==> config.mk <==
export PLATFORM = sky130hd
export DESIGN_NAME = ccu_snoop_collector_flat
export DESIGN_NICKNAME = d
export VERILOG_FILES = /design/src/rtl/ccu_snoop_collector_if.sv /design/src/rtl/ccu_snoop_collector.sv /design/src/flat_wrapper.sv
export SDC_FILE = /design/constraint.sdc
export NUM_CORES = 1
export LEC_CHECK = 0
export BUFFER_PORTS_ARGS = -buffer_cell sky130_fd_sc_hd__buf_4
export CORE_AREA = 2 2 205 207
export CTS_BUF_LIST = sky130_fd_sc_hd__clkbuf_16
export CTS_CLUSTER_SIZE = 28
export DETAILED_ROUTE_END_ITERATION = 8
export DIE_AREA = 0 0 207 209
export SETUP_SLACK_MARGIN = 0.3
export SLEW_MARGIN = 15
export SYNTH_ARGS = -nofsm -noshare
export SYNTH_HDL_FRONTEND = slang
export SYNTH_SLANG_ARGS = --single-unit
==> constraint.sdc <==
create_clock -name clk_i -period 5.7 [get_ports clk_i]
set_input_delay 0.855 -clock clk_i [delete_from_list [all_inputs] [get_ports clk_i]]
set_output_delay 0.855 -clock clk_i [all_outputs]
set_load 0.02 [all_outputs]
==> src/rtl/ccu_snoop_collector_if.sv <==
// Snoop collector bus: upstream AC/CR/CD channels plus the per-master fan-out side.
// The slave modport is the collector's view; the master modport is its environment's.
interface ccu_snoop_collector_if #(
  parameter int unsigned NoMst     = 4,
  parameter int unsigned AddrWidth = 64,
  parameter int unsigned DataWidth = 64,
  parameter int unsigned IdxW      = (NoMst > 1) ? $clog2(NoMst) : 1
) ();
  logic                       ac_valid_i;
  logic                       ac_ready_o;
  logic [AddrWidth-1:0]       ac_addr_i;
  logic [3:0]                 ac_snoop_i;
  logic [2:0]                 ac_prot_i;
  logic [IdxW-1:0]            init_idx_i;

  logic                       cr_valid_o;
  logic                       cr_ready_i;
  logic [4:0]                 cr_resp_o;

  logic                       cd_valid_o;
  logic                       cd_ready_i;
  logic [DataWidth-1:0]       cd_data_o;
  logic                       cd_last_o;

  logic [NoMst-1:0]           m_ac_valid_o;
  logic [NoMst-1:0]           m_ac_ready_i;
  logic [AddrWidth-1:0]       m_ac_addr_o;
  logic [3:0]                 m_ac_snoop_o;
  logic [2:0]                 m_ac_prot_o;

  logic [NoMst-1:0]           m_cr_valid_i;
  logic [NoMst-1:0]           m_cr_ready_o;
  logic [5*NoMst-1:0]         m_cr_resp_i;

  logic [NoMst-1:0]           m_cd_valid_i;
  logic [NoMst-1:0]           m_cd_ready_o;
  logic [DataWidth*NoMst-1:0] m_cd_data_i;
  logic [NoMst-1:0]           m_cd_last_i;

  modport slave (
    input  ac_valid_i, ac_addr_i, ac_snoop_i, ac_prot_i, init_idx_i,
    output ac_ready_o,
    output cr_valid_o, cr_resp_o,
    input  cr_ready_i,
    output cd_valid_o, cd_data_o, cd_last_o,
    input  cd_ready_i,
    output m_ac_valid_o, m_ac_addr_o, m_ac_snoop_o, m_ac_prot_o,
    input  m_ac_ready_i,
    input  m_cr_valid_i, m_cr_resp_i,
    output m_cr_ready_o,
    input  m_cd_valid_i, m_cd_data_i, m_cd_last_i,
    output m_cd_ready_o
  );

  modport master (
    output ac_valid_i, ac_addr_i, ac_snoop_i, ac_prot_i, init_idx_i,
    input  ac_ready_o,
    input  cr_valid_o, cr_resp_o,
    output cr_ready_i,
    input  cd_valid_o, cd_data_o, cd_last_o,
    output cd_ready_i,
    input  m_ac_valid_o, m_ac_addr_o, m_ac_snoop_o, m_ac_prot_o,
    output m_ac_ready_i,
    output m_cr_valid_i, m_cr_resp_i,
    input  m_cr_ready_o,
    output m_cd_valid_i, m_cd_data_i, m_cd_last_i,
    input  m_cd_ready_o
  );
endinterface

==> src/rtl/ccu_snoop_collector.sv <==
// Broadcasts one snoop to every cached master except the initiator, merges the CR
// responses into one, forwards a single CD burst upstream and drains the others.
module ccu_snoop_collector #(
  parameter int unsigned NoMst     = 4,
  parameter int unsigned AddrWidth = 64,
  parameter int unsigned DataWidth = 64,
  parameter int unsigned IdxW      = (NoMst > 1) ? $clog2(NoMst) : 1
) (
  input logic                 clk_i,
  input logic                 rst_ni,
  ccu_snoop_collector_if.slave bus
);

  typedef enum logic [1:0] {IDLE, SNOOP, RESP, DATA} state_e;

  // CRRESP bit positions
  localparam int unsigned DtBit = 0;
  localparam int unsigned ErBit = 1;
  localparam int unsigned PdBit = 2;
  localparam int unsigned IsBit = 3;
  localparam int unsigned WuBit = 4;

  state_e                        state_q;
  logic [AddrWidth-1:0]          addr_q;
  logic [3:0]                    snoop_q;
  logic [2:0]                    prot_q;
  logic [NoMst-1:0]              mask_q, ac_done_q, cr_got_q, cd_done_q, need_q;
  logic [NoMst-1:0][4:0]         resp_q;
  logic [IdxW-1:0]               sel_q;
  logic [4:0]                    cr_resp_q;

  logic [NoMst-1:0][4:0]         resp_in, resp_nx;
  logic [NoMst-1:0][DataWidth-1:0] cd_data_v;
  logic [NoMst-1:0]              onehot, mask_nx;
  logic [NoMst-1:0]              m_ac_valid, m_cr_ready, m_cd_ready;
  logic [NoMst-1:0]              m_ac_hs, m_cr_hs, m_cd_hs;
  logic [NoMst-1:0]              ac_done_nx, cr_got_nx, cd_done_nx;
  logic [NoMst-1:0]              dt_v, need_nx;
  logic [IdxW-1:0]               sel_pd, sel_ok, sel_any, sel_nx;
  logic                          has_pd, has_ok, any_dt, or_is, or_wu;
  logic [4:0]                    merged;
  logic                          ac_hs, snoop_fin, data_fin, in_data;

  assign resp_in   = bus.m_cr_resp_i;
  assign cd_data_v = bus.m_cd_data_i;
  assign in_data   = (state_q == DATA);

  // Upstream AC side
  assign bus.ac_ready_o   = (state_q == IDLE);
  assign ac_hs            = bus.ac_valid_i & bus.ac_ready_o;
  assign bus.m_ac_addr_o  = addr_q;
  assign bus.m_ac_snoop_o = snoop_q;
  assign bus.m_ac_prot_o  = prot_q;

  always_comb begin
    // NOTE: every variable gets a default before any conditional write, so no latch is inferred.
    onehot = '0;
    if (int'(bus.init_idx_i) < int'(NoMst)) onehot[bus.init_idx_i] = 1'b1;
    mask_nx = ~onehot;
  end

  // Broadcast and response collection
  assign m_ac_valid       = (state_q == SNOOP) ? (mask_q & ~ac_done_q) : '0;
  assign m_cr_ready       = (state_q == SNOOP) ? (mask_q & ac_done_q & ~cr_got_q) : '0;
  assign bus.m_ac_valid_o = m_ac_valid;
  assign bus.m_cr_ready_o = m_cr_ready;
  assign m_ac_hs          = m_ac_valid & bus.m_ac_ready_i;
  assign m_cr_hs          = m_cr_ready & bus.m_cr_valid_i;
  assign ac_done_nx       = ac_done_q | m_ac_hs;
  assign cr_got_nx        = cr_got_q | m_cr_hs;
  assign snoop_fin        = (state_q == SNOOP) && ((mask_q & ~(ac_done_nx & cr_got_nx)) == '0);

  always_comb begin
    for (int i = 0; i < int'(NoMst); i++) begin
      resp_nx[i] = m_cr_hs[i] ? resp_in[i] : resp_q[i];
    end
  end

  // Merge: descending scan so the last hit in each tier is the lowest index.
  always_comb begin
    sel_pd = '0; sel_ok = '0; sel_any = '0;
    has_pd = 1'b0; has_ok = 1'b0; any_dt = 1'b0;
    or_is  = 1'b0; or_wu  = 1'b0;
    dt_v   = '0;
    for (int i = int'(NoMst) - 1; i >= 0; i--) begin
      if (mask_q[i]) begin
        or_is = or_is | resp_nx[i][IsBit];
        or_wu = or_wu | resp_nx[i][WuBit];
        if (resp_nx[i][DtBit]) begin
          dt_v[i] = 1'b1;
          any_dt  = 1'b1;
          sel_any = IdxW'(i);
          if (!resp_nx[i][ErBit]) begin
            has_ok = 1'b1;
            sel_ok = IdxW'(i);
            if (resp_nx[i][PdBit]) begin
              has_pd = 1'b1;
              sel_pd = IdxW'(i);
            end
          end
        end
      end
    end
    sel_nx  = has_pd ? sel_pd : (has_ok ? sel_ok : sel_any);
    need_nx = dt_v;
    merged  = {or_wu, or_is,
               any_dt & resp_nx[sel_nx][PdBit],
               any_dt & resp_nx[sel_nx][ErBit],
               any_dt};
  end

  assign bus.cr_valid_o = (state_q == RESP);
  assign bus.cr_resp_o  = cr_resp_q;

  // Data phase: selected burst goes upstream unregistered, the rest are drained.
  always_comb begin
    m_cd_ready = '0;
    if (in_data) begin
      for (int i = 0; i < int'(NoMst); i++) begin
        if (IdxW'(i) == sel_q) m_cd_ready[i] = bus.cd_ready_i & ~cd_done_q[i];
        else                   m_cd_ready[i] = need_q[i] & ~cd_done_q[i];
      end
    end
  end

  assign bus.m_cd_ready_o = m_cd_ready;
  assign m_cd_hs          = m_cd_ready & bus.m_cd_valid_i;
  assign cd_done_nx       = cd_done_q | (m_cd_hs & bus.m_cd_last_i);
  assign data_fin         = in_data && ((need_q & ~cd_done_nx) == '0);
  assign bus.cd_valid_o   = in_data & bus.m_cd_valid_i[sel_q] & ~cd_done_q[sel_q];
  assign bus.cd_data_o    = in_data ? cd_data_v[sel_q] : '0;
  assign bus.cd_last_o    = in_data & bus.m_cd_last_i[sel_q];

  always_ff @(posedge clk_i or negedge rst_ni) begin
    if (!rst_ni) begin
      state_q   <= IDLE;
      addr_q    <= '0;
      snoop_q   <= '0;
      prot_q    <= '0;
      mask_q    <= '0;
      ac_done_q <= '0;
      cr_got_q  <= '0;
      cd_done_q <= '0;
      need_q    <= '0;
      // NOTE: the response array is small and reset with the control state, so a merge never sees X.
      resp_q    <= '0;
      sel_q     <= '0;
      cr_resp_q <= '0;
    end else begin
      // NOTE: non-blocking updates throughout, so every next-state term reads pre-edge values.
      case (state_q)
        IDLE: if (ac_hs) begin
          addr_q    <= bus.ac_addr_i;
          snoop_q   <= bus.ac_snoop_i;
          prot_q    <= bus.ac_prot_i;
          mask_q    <= mask_nx;
          ac_done_q <= '0;
          cr_got_q  <= '0;
          cd_done_q <= '0;
          resp_q    <= '0;
          if (mask_nx == '0) begin
            cr_resp_q <= '0;
            need_q    <= '0;
            state_q   <= RESP;
          end else begin
            state_q   <= SNOOP;
          end
        end
        SNOOP: begin
          ac_done_q <= ac_done_nx;
          cr_got_q  <= cr_got_nx;
          resp_q    <= resp_nx;
          if (snoop_fin) begin
            cr_resp_q <= merged;
            need_q    <= need_nx;
            sel_q     <= sel_nx;
            state_q   <= RESP;
          end
        end
        RESP: if (bus.cr_ready_i) state_q <= (need_q != '0) ? DATA : IDLE;
        DATA: begin
          cd_done_q <= cd_done_nx;
          if (data_fin) state_q <= IDLE;
        end
        default: state_q <= IDLE;
      endcase
    end
  end

endmodule

==> src/flat_wrapper.sv <==
// flat-port wrapper written by rule: the top's interface ports become plain ports
module ccu_snoop_collector_flat 
#(
  parameter int unsigned NoMst     = 4,
  parameter int unsigned AddrWidth = 64,
  parameter int unsigned DataWidth = 64,
  parameter int unsigned IdxW      = (NoMst > 1) ? $clog2(NoMst) : 1
)
  (clk_i, rst_ni, bus_ac_valid_i, bus_ac_addr_i, bus_ac_snoop_i, bus_ac_prot_i, bus_init_idx_i, bus_ac_ready_o, bus_cr_valid_o, bus_cr_resp_o, bus_cr_ready_i, bus_cd_valid_o, bus_cd_data_o, bus_cd_last_o, bus_cd_ready_i, bus_m_ac_valid_o, bus_m_ac_addr_o, bus_m_ac_snoop_o, bus_m_ac_prot_o, bus_m_ac_ready_i, bus_m_cr_valid_i, bus_m_cr_resp_i, bus_m_cr_ready_o, bus_m_cd_valid_i, bus_m_cd_data_i, bus_m_cd_last_i, bus_m_cd_ready_o);
  ccu_snoop_collector_if #(.NoMst(NoMst), .AddrWidth(AddrWidth), .DataWidth(DataWidth), .IdxW(IdxW)) bus_i ();
  input logic clk_i;
  input logic rst_ni;
  input wire logic [$bits(bus_i.ac_valid_i)-1:0] bus_ac_valid_i;
  input wire logic [$bits(bus_i.ac_addr_i)-1:0] bus_ac_addr_i;
  input wire logic [$bits(bus_i.ac_snoop_i)-1:0] bus_ac_snoop_i;
  input wire logic [$bits(bus_i.ac_prot_i)-1:0] bus_ac_prot_i;
  input wire logic [$bits(bus_i.init_idx_i)-1:0] bus_init_idx_i;
  output wire logic [$bits(bus_i.ac_ready_o)-1:0] bus_ac_ready_o;
  output wire logic [$bits(bus_i.cr_valid_o)-1:0] bus_cr_valid_o;
  output wire logic [$bits(bus_i.cr_resp_o)-1:0] bus_cr_resp_o;
  input wire logic [$bits(bus_i.cr_ready_i)-1:0] bus_cr_ready_i;
  output wire logic [$bits(bus_i.cd_valid_o)-1:0] bus_cd_valid_o;
  output wire logic [$bits(bus_i.cd_data_o)-1:0] bus_cd_data_o;
  output wire logic [$bits(bus_i.cd_last_o)-1:0] bus_cd_last_o;
  input wire logic [$bits(bus_i.cd_ready_i)-1:0] bus_cd_ready_i;
  output wire logic [$bits(bus_i.m_ac_valid_o)-1:0] bus_m_ac_valid_o;
  output wire logic [$bits(bus_i.m_ac_addr_o)-1:0] bus_m_ac_addr_o;
  output wire logic [$bits(bus_i.m_ac_snoop_o)-1:0] bus_m_ac_snoop_o;
  output wire logic [$bits(bus_i.m_ac_prot_o)-1:0] bus_m_ac_prot_o;
  input wire logic [$bits(bus_i.m_ac_ready_i)-1:0] bus_m_ac_ready_i;
  input wire logic [$bits(bus_i.m_cr_valid_i)-1:0] bus_m_cr_valid_i;
  input wire logic [$bits(bus_i.m_cr_resp_i)-1:0] bus_m_cr_resp_i;
  output wire logic [$bits(bus_i.m_cr_ready_o)-1:0] bus_m_cr_ready_o;
  input wire logic [$bits(bus_i.m_cd_valid_i)-1:0] bus_m_cd_valid_i;
  input wire logic [$bits(bus_i.m_cd_data_i)-1:0] bus_m_cd_data_i;
  input wire logic [$bits(bus_i.m_cd_last_i)-1:0] bus_m_cd_last_i;
  output wire logic [$bits(bus_i.m_cd_ready_o)-1:0] bus_m_cd_ready_o;
  assign bus_i.ac_valid_i = bus_ac_valid_i;
  assign bus_i.ac_addr_i = bus_ac_addr_i;
  assign bus_i.ac_snoop_i = bus_ac_snoop_i;
  assign bus_i.ac_prot_i = bus_ac_prot_i;
  assign bus_i.init_idx_i = bus_init_idx_i;
  assign bus_ac_ready_o = bus_i.ac_ready_o;
  assign bus_cr_valid_o = bus_i.cr_valid_o;
  assign bus_cr_resp_o = bus_i.cr_resp_o;
  assign bus_i.cr_ready_i = bus_cr_ready_i;
  assign bus_cd_valid_o = bus_i.cd_valid_o;
  assign bus_cd_data_o = bus_i.cd_data_o;
  assign bus_cd_last_o = bus_i.cd_last_o;
  assign bus_i.cd_ready_i = bus_cd_ready_i;
  assign bus_m_ac_valid_o = bus_i.m_ac_valid_o;
  assign bus_m_ac_addr_o = bus_i.m_ac_addr_o;
  assign bus_m_ac_snoop_o = bus_i.m_ac_snoop_o;
  assign bus_m_ac_prot_o = bus_i.m_ac_prot_o;
  assign bus_i.m_ac_ready_i = bus_m_ac_ready_i;
  assign bus_i.m_cr_valid_i = bus_m_cr_valid_i;
  assign bus_i.m_cr_resp_i = bus_m_cr_resp_i;
  assign bus_m_cr_ready_o = bus_i.m_cr_ready_o;
  assign bus_i.m_cd_valid_i = bus_m_cd_valid_i;
  assign bus_i.m_cd_data_i = bus_m_cd_data_i;
  assign bus_i.m_cd_last_i = bus_m_cd_last_i;
  assign bus_m_cd_ready_o = bus_i.m_cd_ready_o;
  ccu_snoop_collector #(.NoMst(NoMst), .AddrWidth(AddrWidth), .DataWidth(DataWidth), .IdxW(IdxW)) u_core (.clk_i(clk_i), .rst_ni(rst_ni), .bus(bus_i));
endmodule
# --- Word level (Yosys, flattened, before mapping) ---
# Index checks and enable logic that the tools add are counted.
word_totals:
  ff_bits: 120
  inputBits: 370
  word_cells: 223
op_classes:
  n_lt_le_gt_ge: 4
  n_eq_ne: 11
  muxes: 133
  bitwise: 43
  n_reduce_logical: 17
ops:
  columns: ["operator", "n"]
  rows:
  - ["64-bit binary-select mux with 2-bit select", 1]
  - ["64-bit two-way mux", 2]
  - ["2-bit two-way mux", 44]
  - ["1-bit two-way mux", 58]
  - ["4-bit AND", 10]
  - ["20-bit case mux with 2 select lines", 1]
  - ["5-bit two-way mux", 7]
  - ["4-bit case mux with 2 select lines", 4]
  - ["4-bit two-way mux", 7]
  - ["20-bit two-way mux", 1]
  - ["4-bit inverter", 5]
  - ["1-bit AND", 14]
  - ["4-bit logical NOT", 3]
  - ["4-bit OR", 3]
  - ["5-bit binary-select mux with 2-bit select", 1]
  - ["5-bit case mux with 2 select lines", 1]
  - ["2-bit by 3-bit < comparator with 1-bit output, second input constant", 3]
  - ["2-bit case mux with 4 select lines", 1]
  - ["2-bit AND reduction", 4]
  - ["4-bit AND reduction", 2]
  - ["1-bit binary-select mux with 2-bit select", 3]
  - ["2-bit by 1-bit inequality test with 1-bit output, second input constant", 3]
  - ["1-bit OR", 6]
  - ["1-bit inverter", 5]
  - ["other kinds (12)", 19]

# --- Longest topological paths before layout ---
# Gate-level depths: netlist of run 1.
depth:
  ltp_word: 27
  ltp_mapped: 11

# --- Worst setup path before layout of run 1 ---
# Ideal clock, no wire load.
synth_timing:
  path_kind: "reg2out"
  from: "reg u_core.sel_q[0]"
  to: "out bus_cd_data_o[56]"
  arrival_time_ns: 2.049
  required_time_ns: 4.845
  setup_slack_ns: 2.796
  path_stages_with_launch: 6
  n_path_buf: 3
  cell_sequence: "dfrtp_1 -> clkbuf_1 -> buf_2 -> buf_1 -> mux4_2 -> nor2b_1"
synth_via:
  elab_chain_cells: 3
synth_lines:
  columns: ["element", "line_no", "source"]
  rows:
  - ["start, declared", "ccu_snoop_collector.sv:29", "logic [IdxW-1:0] sel_q;"]
  - ["start signal, assigned", "ccu_snoop_collector.sv:176", "sel_q <= sel_nx;"]
  - ["64-bit binary-select mux with 2-bit select", "ccu_snoop_collector.sv:131", "assign bus.cd_data_o = in_data ? cd_data_v[sel_q] : '0;"]
  - ["64-bit two-way mux (not written as such)", "ccu_snoop_collector.sv:131", null]
  - ["64-bit two-way mux", "ccu_snoop_collector.sv:131", null]
  - ["end, declared", "flat_wrapper.sv:23", "output wire logic [$bits(bus_i.cd_data_o)-1:0] bus_cd_data_o;"]
# No other way between the ends. The select of a mux whose other input is x is not followed.

# --- Worst setup path after layout of run 1 ---
layout_timing:
  from: "reg u_core.sel_q[1]"
  to: "out bus_cd_data_o[31]"
# The elaborated chain is that of the path after synthesis.

==> results of run 1 <==
-- state kept, by name, summed over array words and instances, names as in the netlist --
register,count
u_core.bus.m_ac_addr_o,64
u_core.resp_q,20
u_core.bus.cr_resp_o,5
u_core.ac_done_q,4
u_core.bus.m_ac_snoop_o,4
u_core.cd_done_q,4
u_core.cr_got_q,4
u_core.mask_q,4
u_core.need_q,4
u_core.bus.m_ac_prot_o,3
u_core.sel_q,2
u_core.state_q,2
-- cells in the mapped netlist (2+ instances only) --
master	number	area, sq um
mux2_4	2	30.03
a221oi_1	3	26.28
a31oi_1	15	93.84
a211oi_1	2	15.01
a221o_1	2	20.02
dfrtp_1	120	3003
nand3b_1	5	37.54
a21oi_1	10	50.05
mux2_2	76	855.8
mux2i_1	17	170.2
nor4_1	3	18.77
clkbuf_1	31	116.4
mux4_2	65	1464
nor3_1	10	50.05
o21ai_0	11	55.05
and3b_1	3	26.28
o211ai_1	3	22.52
nor3b_1	2	15.01
a22oi_1	4	30.03
nand2b_1	3	18.77
nand3_1	5	25.02
o22ai_1	2	12.51
nor2_1	49	183.9
buf_2	7	35.03
inv_1	13	48.80
and3_1	2	12.51
a22o_1	12	105.1
nor2b_1	72	450.4
buf_6	3	33.78
buf_1	7	26.28
a21o_1	2	15.01
nand2_1	43	161.4
-- cell type report --
type	instances	area (sq um)
fillers	4317	28760
multi-input cells	446	4244
repair buffers	529	3984
flip-flops and latches	120	3010
well taps	539	674.4
clock buffers	17	425.4
clock inverters	15	138.9
inverters	13	48.80
diodes	1	2.502
-- routing by layer --
metal | vias to the layer above | track usage
li1 | 3329 | -
met2 | 380 | 0.3237
met4 | 8 | 0.03941
met3 | 38 | 0.06252
met1 | 3673 | 0.1826
met5 | - | 0
-- cell families after synthesis --
group | count (synthesis) | share of synthesized area
buf+inv | 61 | 0.03471
simple gates | 208 | 0.1497
flops | 120 | 0.4005
compound gates | 78 | 0.07894
mux | 160 | 0.3361
-- critical path: cells and delay by family, from the launching register on --
kind,cells,cell delay (ns)
flops,1,0.54
buf+inv,2,0.88
simple gates,1,0.18
mux,1,0.45
-- how the worst max path moves through the flow --
| stage | from | cells past startpoint | end | slack [ns] |
|---|---|---|---|---|
| 2_1_floorplan | u_core.sel_q[0] | 5 | bus_cd_data_o[56] | 2.80 |
| 3_3_place_gp | bus_m_cr_valid_i[0] | 8 | u_core.bus.cr_resp_o[2] | 2.48 |
| 3_5_place_dp | bus_m_cr_valid_i[3] | 9 | u_core.bus.cr_resp_o[2] | 2.40 |
| 4_1_cts | u_core.sel_q[1] | 4 | bus_cd_data_o[31] | 2.23 |
| 5_1_grt | u_core.state_q[0] | 8 | u_core.bus.cr_resp_o[1] | 2.04 |
| 6_report | u_core.sel_q[1] | 4 | bus_cd_data_o[31] | 2.25 |
-- metrics by stage --
step	setup WS (ns)	hold WS, ns	instance area [sq um]	std cells
final	2.251	0.4669	12530	1680
after CTS	2.233	0.4840	12530	1679
after global placement	2.481	0.4607	11960	1647
after detailed placement	2.403	0.4700	11960	1647
after floorplan	2.796	0.4457	7497	627
after global routing	2.036	0.5111	12530	1680
-- where the power goes --
group | switching (mW) | internal (mW) | leakage (nW)
clock network | 0.406 | 0.636 | 0.286
registers | 0.334 | 1.26 | 1.46
logic | 1.71 | 1.62 | 4.01
total | 2.46 | 3.52 | 5.76
==> results.md, run 1 <==
- Status: finished, final reports clean
- Worst slew pin tran: 0.9684 ns
- Most frequent cells in the layout: buf_4 (528), dfrtp_1 (118), mux2_2 (76), nor2b_1 (72), mux4_2 (65)
- FF+latch count, synth: 120
- Pre-antenna DRT Iters: 4
- TritonCTS Buffers: 17
- Total clock sinks: 120
- Commonest non-fill, non-tap cell in the layout: buf_4
- IO Pins: 526
- Leakage power: 5.755 nW
- Worst slew margin relative to its limit: 0.3520
- Area grow syn2layout: 67.11%
- Worst setup SP type: flip-flop
- Initial antenna violation count: 7
- Min cycle time layout: 3.449 ns
- Vias in the first global route: 7,861
- Final HPWL DP: 32,290 um
- CTS resizes: 0
- Die area: 43,260 sq um
- Mapped Area: 7497 sq um
- Worst hold path class: in -> async
- Worst-path clk slew: 0.06 ns
- CP max stage delay: 0.67 ns
- Post-route DRC: 0
- Crit. End Element: output pin
- Post-synth top flop: dfrtp_1
- Max Fclk: 290.0 MHz
- Grt ovf: 0
- R2R Path Start: u_core.state_q[0]
- GRT Overall Usage: 0.1723
- Row count: 75
- Vias per cell: 4.421
- Bufs on Longest Clock Path: 2
- Critical Path RT: 4.85 ns
- PD cells: 476.7 nW/um^2
- Clock Latency Late Sink: 0.43 ns
- Reg2reg end: u_core.bus.cr_resp_o[1]
- Starting DRT DRC Count: 353
- EDFF count, synth: 0
- Util after Layout: 0.3034
- Peak VDD IR: 0.0003038 V
- Top sig layer: met5
- CP most frequent cell: buf_4
- Clk root buf: clkbuf_16
- Share of cells above drive strength 1: 0.6298
- Final hold violation count: 0
- GPL Wtd Cong: 0.9233
- Final net count: 1,497
- CTS tree: built
- Asr flop ratio synth: 1.000
- Slowest stage cell on the critical path: buf_4
- Port bufs: 525
- Vias: 7,428
- Synth warn: 0
- H-tree depth: 4
- DRT antenna net count: 0
- Final Max Tran Viols: 0
- Final Cycle Share: 0.6050
- Syn avg cell area: 11.96 sq um
- Worst R2R Path Depth: 8
- Final WL: 38,310 um
- Worst reg2reg setup slack: 2.46 ns
- Initial Util: 0.1816
- Power Total: 5.973 mW
- Setup-failing EPs final: 0
- Cells along the critical path: buf_4 > mux4_2 > nor2b_1 > buf_4
- Met1 WL: 13,800 um
- Die X: 207 um
- Post-CTS Setup Bufs: 0
- Max Clock Skew: 0.01026 ns
- Netlist cell types: 55
- Die height: 209 um
- Setup CP Type: reg -> out
- Syn_nets: 997
- CP max FO: 61
- Sequential share of the synthesized area: 0.4005
- Routed WL per cell: 22.80 um
- MaxCap Viol Count: 0
- Syn Inst Count: 627
- First-pass GRT wire length: 54,200 um
- Core area: 41,290 sq um
- Data arrival, critical path: 2.59 ns
- Met2 WL post-DR: 20,610 um
- Setup TNS: 0 ns
- Metal3 WL: 3451 um
- Largest net degree at the start of global routing: 75
- Hold-fix buffers at CTS: 0
- RSZ-0062 raised after global routing: false
Note: power is estimated with default switching activity, not from simulation.
==> run 2: changes to the inputs <==
CORE_AREA = 2 2 206 208   (was 2 2 205 207)
DIE_AREA = 0 0 208 210   (was 0 0 207 209)
clock period = 3.3 ns   (was 5.7 ns; I/O delays follow)
==> run 2 against run 1 <==
  * Combinational power increased by 76%
  * Largest power group unchanged
  * Count of clock-buffer cells in the layout unchanged
  * Final area increased by 1.9%
  * Flip-flop and latch count unchanged
  * Non-clock buffer count increased by 17
==> results.md, run 2 (synthesized netlist as in run 1, its figures left out) <==
- Status: finished, final reports clean
- Port bufs: 525
- IO Pins: 526
- PD cells: 826.9 nW/um^2
- Crit-path leading delay family: flip-flops
- Crit. End Element: output pin
- Most frequent cells in the layout: buf_4 (540), dfrtp_1 (117), mux2_2 (76), nor2b_1 (72), mux4_2 (65)
- Final hold violation count: 0
- Share of cells above drive strength 1: 0.6396
- TritonCTS Buffers: 17
- Setup CP Type: reg -> out
- Worst hold path class: in -> async
- Critical Path RT: 2.80 ns
- CP max FO: 21
- Row count: 75
- Max Clock Skew: 0.008430 ns
- Worst setup SP type: flip-flop
- CP max stage delay: 0.72 ns
- Data arrival, critical path: 2.30 ns
- Final Cycle Share: 0.8459
- Final WL: 39,640 um
- Commonest non-fill, non-tap cell in the layout: buf_4
- Pre-antenna DRT Iters: 5
- Initial Util: 0.1808
- Max FFs per register: 64
- Worst-path clk slew: 0.06 ns
- Clock Latency Late Sink: 0.43 ns
- Routed WL per cell: 23.26 um
- Vias in the first global route: 8,201
- Clk root buf: clkbuf_16
- Slowest stage cell on the critical path: dfrtp_4
- Final HPWL DP: 33,610 um
- GRT Overall Usage: 0.1781
- Largest net degree at the start of global routing: 66
- Cells along the critical path: buf_12 > mux4_2 > nor2b_1 > buf_4
- Final net count: 1,514
- Bufs on Longest Clock Path: 2
- First-pass GRT wire length: 55,810 um
- Starting DRT DRC Count: 429
- Vias per cell: 4.423
- Final hold slack: 0.1458 ns
- Area grow syn2layout: 70.26%
- GPL Wtd Cong: 0.9586
- Util after Layout: 0.3078
- RSZ-0062 raised after global routing: false
- Total clock sinks: 120
- Die height: 210 um
- CP Buf/Inv Count: 2
- Max Fclk: 358.2 MHz
- Worst slew margin relative to its limit: 0.4703
- Vias: 7,536
- Core area: 41,480 sq um
- Final Max Tran Viols: 0
- Placed inst area: 12,130 sq um
- Hold-fix buffers at CTS: 0
- Die area: 43,680 sq um
- MaxCap Viol Count: 0
- Setup-failing EPs final: 0
- Grt ovf: 0
- Post-route design area: 12,760 sq um
- Setup TNS: 0 ns
- CTS tree: built
- Worst slew pin tran: 0.7946 ns
- DRT antenna net count: 0
- Die X: 208 um
- H-tree depth: 4
- Leakage power: 5.865 nW
- Min cycle time layout: 2.792 ns
- Initial antenna violation count: 11
- Post-route DRC: 0
- Peak VDD IR: 0.0007237 V
==> run 2: cell count changes in the layout (fill, tap and decap cells not counted), sizes merged <==
cell      change
inv           +2
clkinvlp      -1
clkinv        -1
diode         +7
buf          +17
==> run 2: metrics by stage <==
step,instances,power (mW),setup WS (ns)
2_1_floorplan,627,6.250,0.7564
3_3_place_gp,1663,8.651,0.5089
3_5_place_dp,1663,8.713,0.4604
4_1_cts,1696,10.73,0.3766
5_1_grt,1702,11.23,0.3246
6_report,1704,10.56,0.5085
==> run 2: cell type report <==
class                           count  area [sq um]
Fill cell                        4349         28710
Inverter                           13         48.80
Sequential cell                   120          3012
Tap cell                          539         674.4
Antenna cell                        8         20.02
Clock buffer                       17         425.4
Multi-Input combinational cell    446          4244
Clock inverter                     15         166.4
Timing Repair Buffer              546          4174
==> run 2: metal layers <==
layer | up-vias | wire length [um] | track usage
met5 | - | 50 | 0
met4 | 8 | 977 | 0.06750
met3 | 46 | 4167 | 0.07360
met2 | 427 | 20670 | 0.3192
met1 | 3683 | 13770 | 0.1858
li1 | 3372 | - | -
==> run 2: path summary, 6_finish.rpt <==
check | start | end | slack, ns | cells past startpoint
setup / recovery | u_core.sel_q[0] | bus_cd_data_o[29] | 0.51 | 4
hold / removal | rst_ni | u_core.bus.m_ac_addr_o[42] | 0.15 | 1
setup reg to reg | u_core.state_q[1] | u_core.bus.cr_resp_o[2] | 0.53 | 8
hold reg to reg | u_core.resp_q[13] | u_core.resp_q[13] | 0.48 | 2
max in group asynchronous | rst_ni | u_core.bus.m_ac_addr_o[30] | 2.45 | 2
min in group clk_i | bus_init_idx_i[1] | u_core.mask_q[3] | 0.26 | 2
==> run 2: repair_timing <==
| action | 4_1_cts | 5_1_grt |
|---|---|---|
| gates resized for setup | 0 | 1 |
| buffers inserted | 1 | 0 |
| endpoints found under the setup margin | 33 | 2 |
==> run 2: worst reg2reg max path, stage by stage (launching register included) <==
cell and delay (ns):
dfrtp_1 0.51, nand3b_1 0.27, nor2_1 0.25, buf_4 0.20, mux2i_1 0.47, o21ba_2 0.25, o311ai_2 0.32, nor3_1 0.11
a221o_1 0.26
==> run 2: power by group <==
group / switching (mW) / internal, mW / leakage, nW
combinational: 2.96 / 2.91 / 4.12
clock: 0.781 / 1.13 / 0.293
sequential: 0.594 / 2.18 / 1.45
==> run 3: changes to the inputs <==
ABC_AREA = 1   (was unset)
CORE_AREA = 2 2 205 207   (was 2 2 206 208)
DIE_AREA = 0 0 207 209   (was 0 0 208 210)
clock period = 2.3 ns   (was 3.3 ns; I/O delays follow)
==> run 3 against run 2 <==
  * The flow now finishes with violations (negative setup slack)
  * Count of clock-buffer cells in the layout unchanged
  * Area after synthesis decreased by 6.8%
  * First-iteration DRC count increased by 42%
  * Wire length increased by 2.3%
  * Non-clock buffer count increased by 99
  * Critical path depth increased by 4
  * Synthesized cell count increased by 48%
  * Clock power increased by 47%
  * Critical endpoint is now bus_cd_data_o[12]
==> results.md, run 3 <==
- Final Cycle Share: 1.008
- Data arrival, critical path: 1.97 ns
- Commonest non-fill, non-tap cell in the layout: buf_4
- CTS tree: built
- Dpl cells: 1,989
- Post-synth top flop: dfrtp_1
- CP max FO: 21
- Worst R2R Path Depth: 14
- Port bufs: 525
- Routed WL per cell: 19.33 um
- Setup-failing EPs final: 1
- GRT Overall Usage: 0.1765
- Synth area leader: dfrtp_1
- Vias: 9,567
- EDFF count, synth: 0
- Final Max Tran Viols: 0
- Core area: 41,290 sq um
- Syn Inst Count: 925
- Syn avg cell area: 7.552 sq um
- Crit. End Element: output pin
- Leakage power: 7.085 nW
- Bufs on Longest Clock Path: 2
- Worst setup SP type: flip-flop
- Pre-antenna DRT Iters: 5
- Total clock sinks: 120
- Hold Path Cell Cnt: 3
- Setup WS post-layout: -0.01767 ns
- Max Clock Skew: 0.008353 ns
- GPL Wtd Cong: 0.9344
- # fillers: 4,203
- Setup CP Type: reg -> out
- H-tree depth: 4
- Die area: 43,260 sq um
- Synth warn: 0
- MaxCap Viol Count: 0
- Final hold slack: 0.1128 ns
- Top cells by area, synth: dfrtp_1 (43%), nand2_1 (16%), a22oi_1 (15%)
- Max FFs per register: 64
- Max Fclk: 431.5 MHz
- Most frequent cells after synthesis: nand2_1 (306), a22oi_1 (139), dfrtp_1 (120), a21oi_1 (78), inv_1 (67)
- Syn_nets: 1,295
- Initial Util: 0.1692
- Final net count: 1,905
- Initial antenna violation count: 11
- Asr flop ratio synth: 1.000
- Worst hold path class: in -> reg
- Netlist cell types: 33
- Critical Path Start: u_core.sel_q[1]
- Area grow syn2layout: 108.1%
- Sequential share of the synthesized area: 0.4299
- Row count: 75
- Vias per cell: 4.560
- Most frequent cells in the layout: buf_4 (564), nand2_1 (271), dfrtp_1 (117), a22oi_2 (76), a22oi_1 (63)
- Failing checks: negative setup slack
- Min cycle time layout: 2.318 ns
- Share of cells above drive strength 1: 0.5866
- Largest net degree at the start of global routing: 80
- Worst slew pin tran: 0.6102 ns
- First-pass GRT wire length: 58,190 um
- Hold_sp: bus_ac_addr_i[31]
- PD cells: 1121 nW/um^2
- FF+latch count, synth: 120
- Cell with the most instances after synthesis: nand2_1
- Peak VDD IR: 0.0006648 V
- Die height: 209 um
- RSZ-0062 raised after global routing: true
- Util after Layout: 0.3521
- TritonCTS Buffers: 17
- Mapped Area: 6985 sq um
- Final hold violation count: 0
- Worst slew margin relative to its limit: 0.5932
- Worst-path clk slew: 0.06 ns
- Yosys top cell area share: 0.4299
- Fin cells: 2,098
- DRT antenna net count: 0
- Status: finished, violations left
- Starting DRT DRC Count: 608
- Final WL: 40,560 um
- Dpl ws: -0.2460 ns
- Clk root buf: clkbuf_16
- Vias in the first global route: 9,513
- Final HPWL DP: 30,380 um
- Grt ovf: 0
- R2R Path Start: u_core.state_q[0]
- Critical Path RT: 1.96 ns
- IO Pins: 526
- Clock Latency Late Sink: 0.42 ns
- Post-route DRC: 0
- Die X: 207 um
==> run 3: routing by layer <==
| metal | vias to the layer above | track usage | share of wire | wire length (um) |
|---|---|---|---|---|
| li1 | 4434 | - | - | - |
| met1 | 4536 | 0.1975 | 0.37 | 15000 |
| met3 | 92 | 0.05245 | 0.083 | 3355 |
| met4 | 2 | 0.09261 | 0.051 | 2082 |
| met5 | - | 0 | 0.00037 | 15 |
| met2 | 503 | 0.3031 | 0.50 | 20110 |
==> run 3: area by class of cell <==
class	count	area (sq um)	share of cell area
multi-input combinational	676	4519	0.3109
sequential	120	3007	0.2068
inverter	73	327.8	0.02255
antenna	11	27.53	0.001893
tap	539	674.4	0.04639
clock inverter	15	183.9	0.01265
timing repair inverter	2	12.51	0.0008607
timing repair buffer	645	5360	0.3687
clock buffer	17	425.4	0.02926
==> run 3: cells by family (layout without fill, tap and decap cells) <==
kind of cell | after synthesis | count (layout) | share of synthesized area
AND/OR/NAND/NOR | 388 | 390 | 0.2337
AO/OA/AOI/OAI | 286 | 286 | 0.2646
buffers and inverters | 131 | 752 | 0.07183
flip-flops | 120 | 120 | 0.4299
other | 0 | 11 | 0
==> run 3: path summary, 6_finish.rpt <==
| kind | end | slack (ns) |
|---|---|---|
| min | u_core.bus.m_ac_addr_o[31] | 0.11 |
| max reg2reg | u_core.bus.cr_resp_o[2] | 0.01 |
| max | bus_cd_data_o[12] | -0.02 |
| min in group asynchronous | u_core.bus.m_ac_addr_o[57] | 0.49 |
| min reg2reg | u_core.bus.m_ac_addr_o[32] | 0.48 |
| max in group asynchronous | u_core.sel_q[0] | 1.15 |
==> run 3: through the flow <==
| stage | cell area (sq um) | setup TNS (ns) | total power, mW |
|---|---|---|---|
| after floorplan | 7158 | 0 | 7.465 |
| after global placement | 12060 | -0.3059 | 11.06 |
| after detailed placement | 12060 | -0.3240 | 11.12 |
| after CTS | 13850 | -0.06297 | 15.67 |
| after global routing | 14540 | -1.840 | 17.21 |
| final | 14540 | -0.01767 | 16.29 |
==> run 3: worst max-delay path, stage by stage, from the launching register on <==
cell       delay, ns
dfrtp_1         0.40
inv_2           0.08
nand2_2         0.06
inv_2           0.08
buf_12          0.13
bufbuf_16       0.34
a22oi_1         0.11
a21oi_1         0.17
buf_4           0.17
==> run 3: timing repair <==
item,in CTS,in global routing
cloned,7,1
hold buffers,1,0
endpoints found under the setup margin,91,95
buffers inserted,41,16
pin swaps,25,55
hold endpoints to repair,36,0
gates resized for setup,173,129
==> run 3: power breakdown <==
group	total (mW)	internal, mW	switching [mW]
combinational	10.1	4.47	5.63
sequential	3.39	2.87	0.513
clock	2.81	1.80	1.01
total	16.3	9.14	7.16
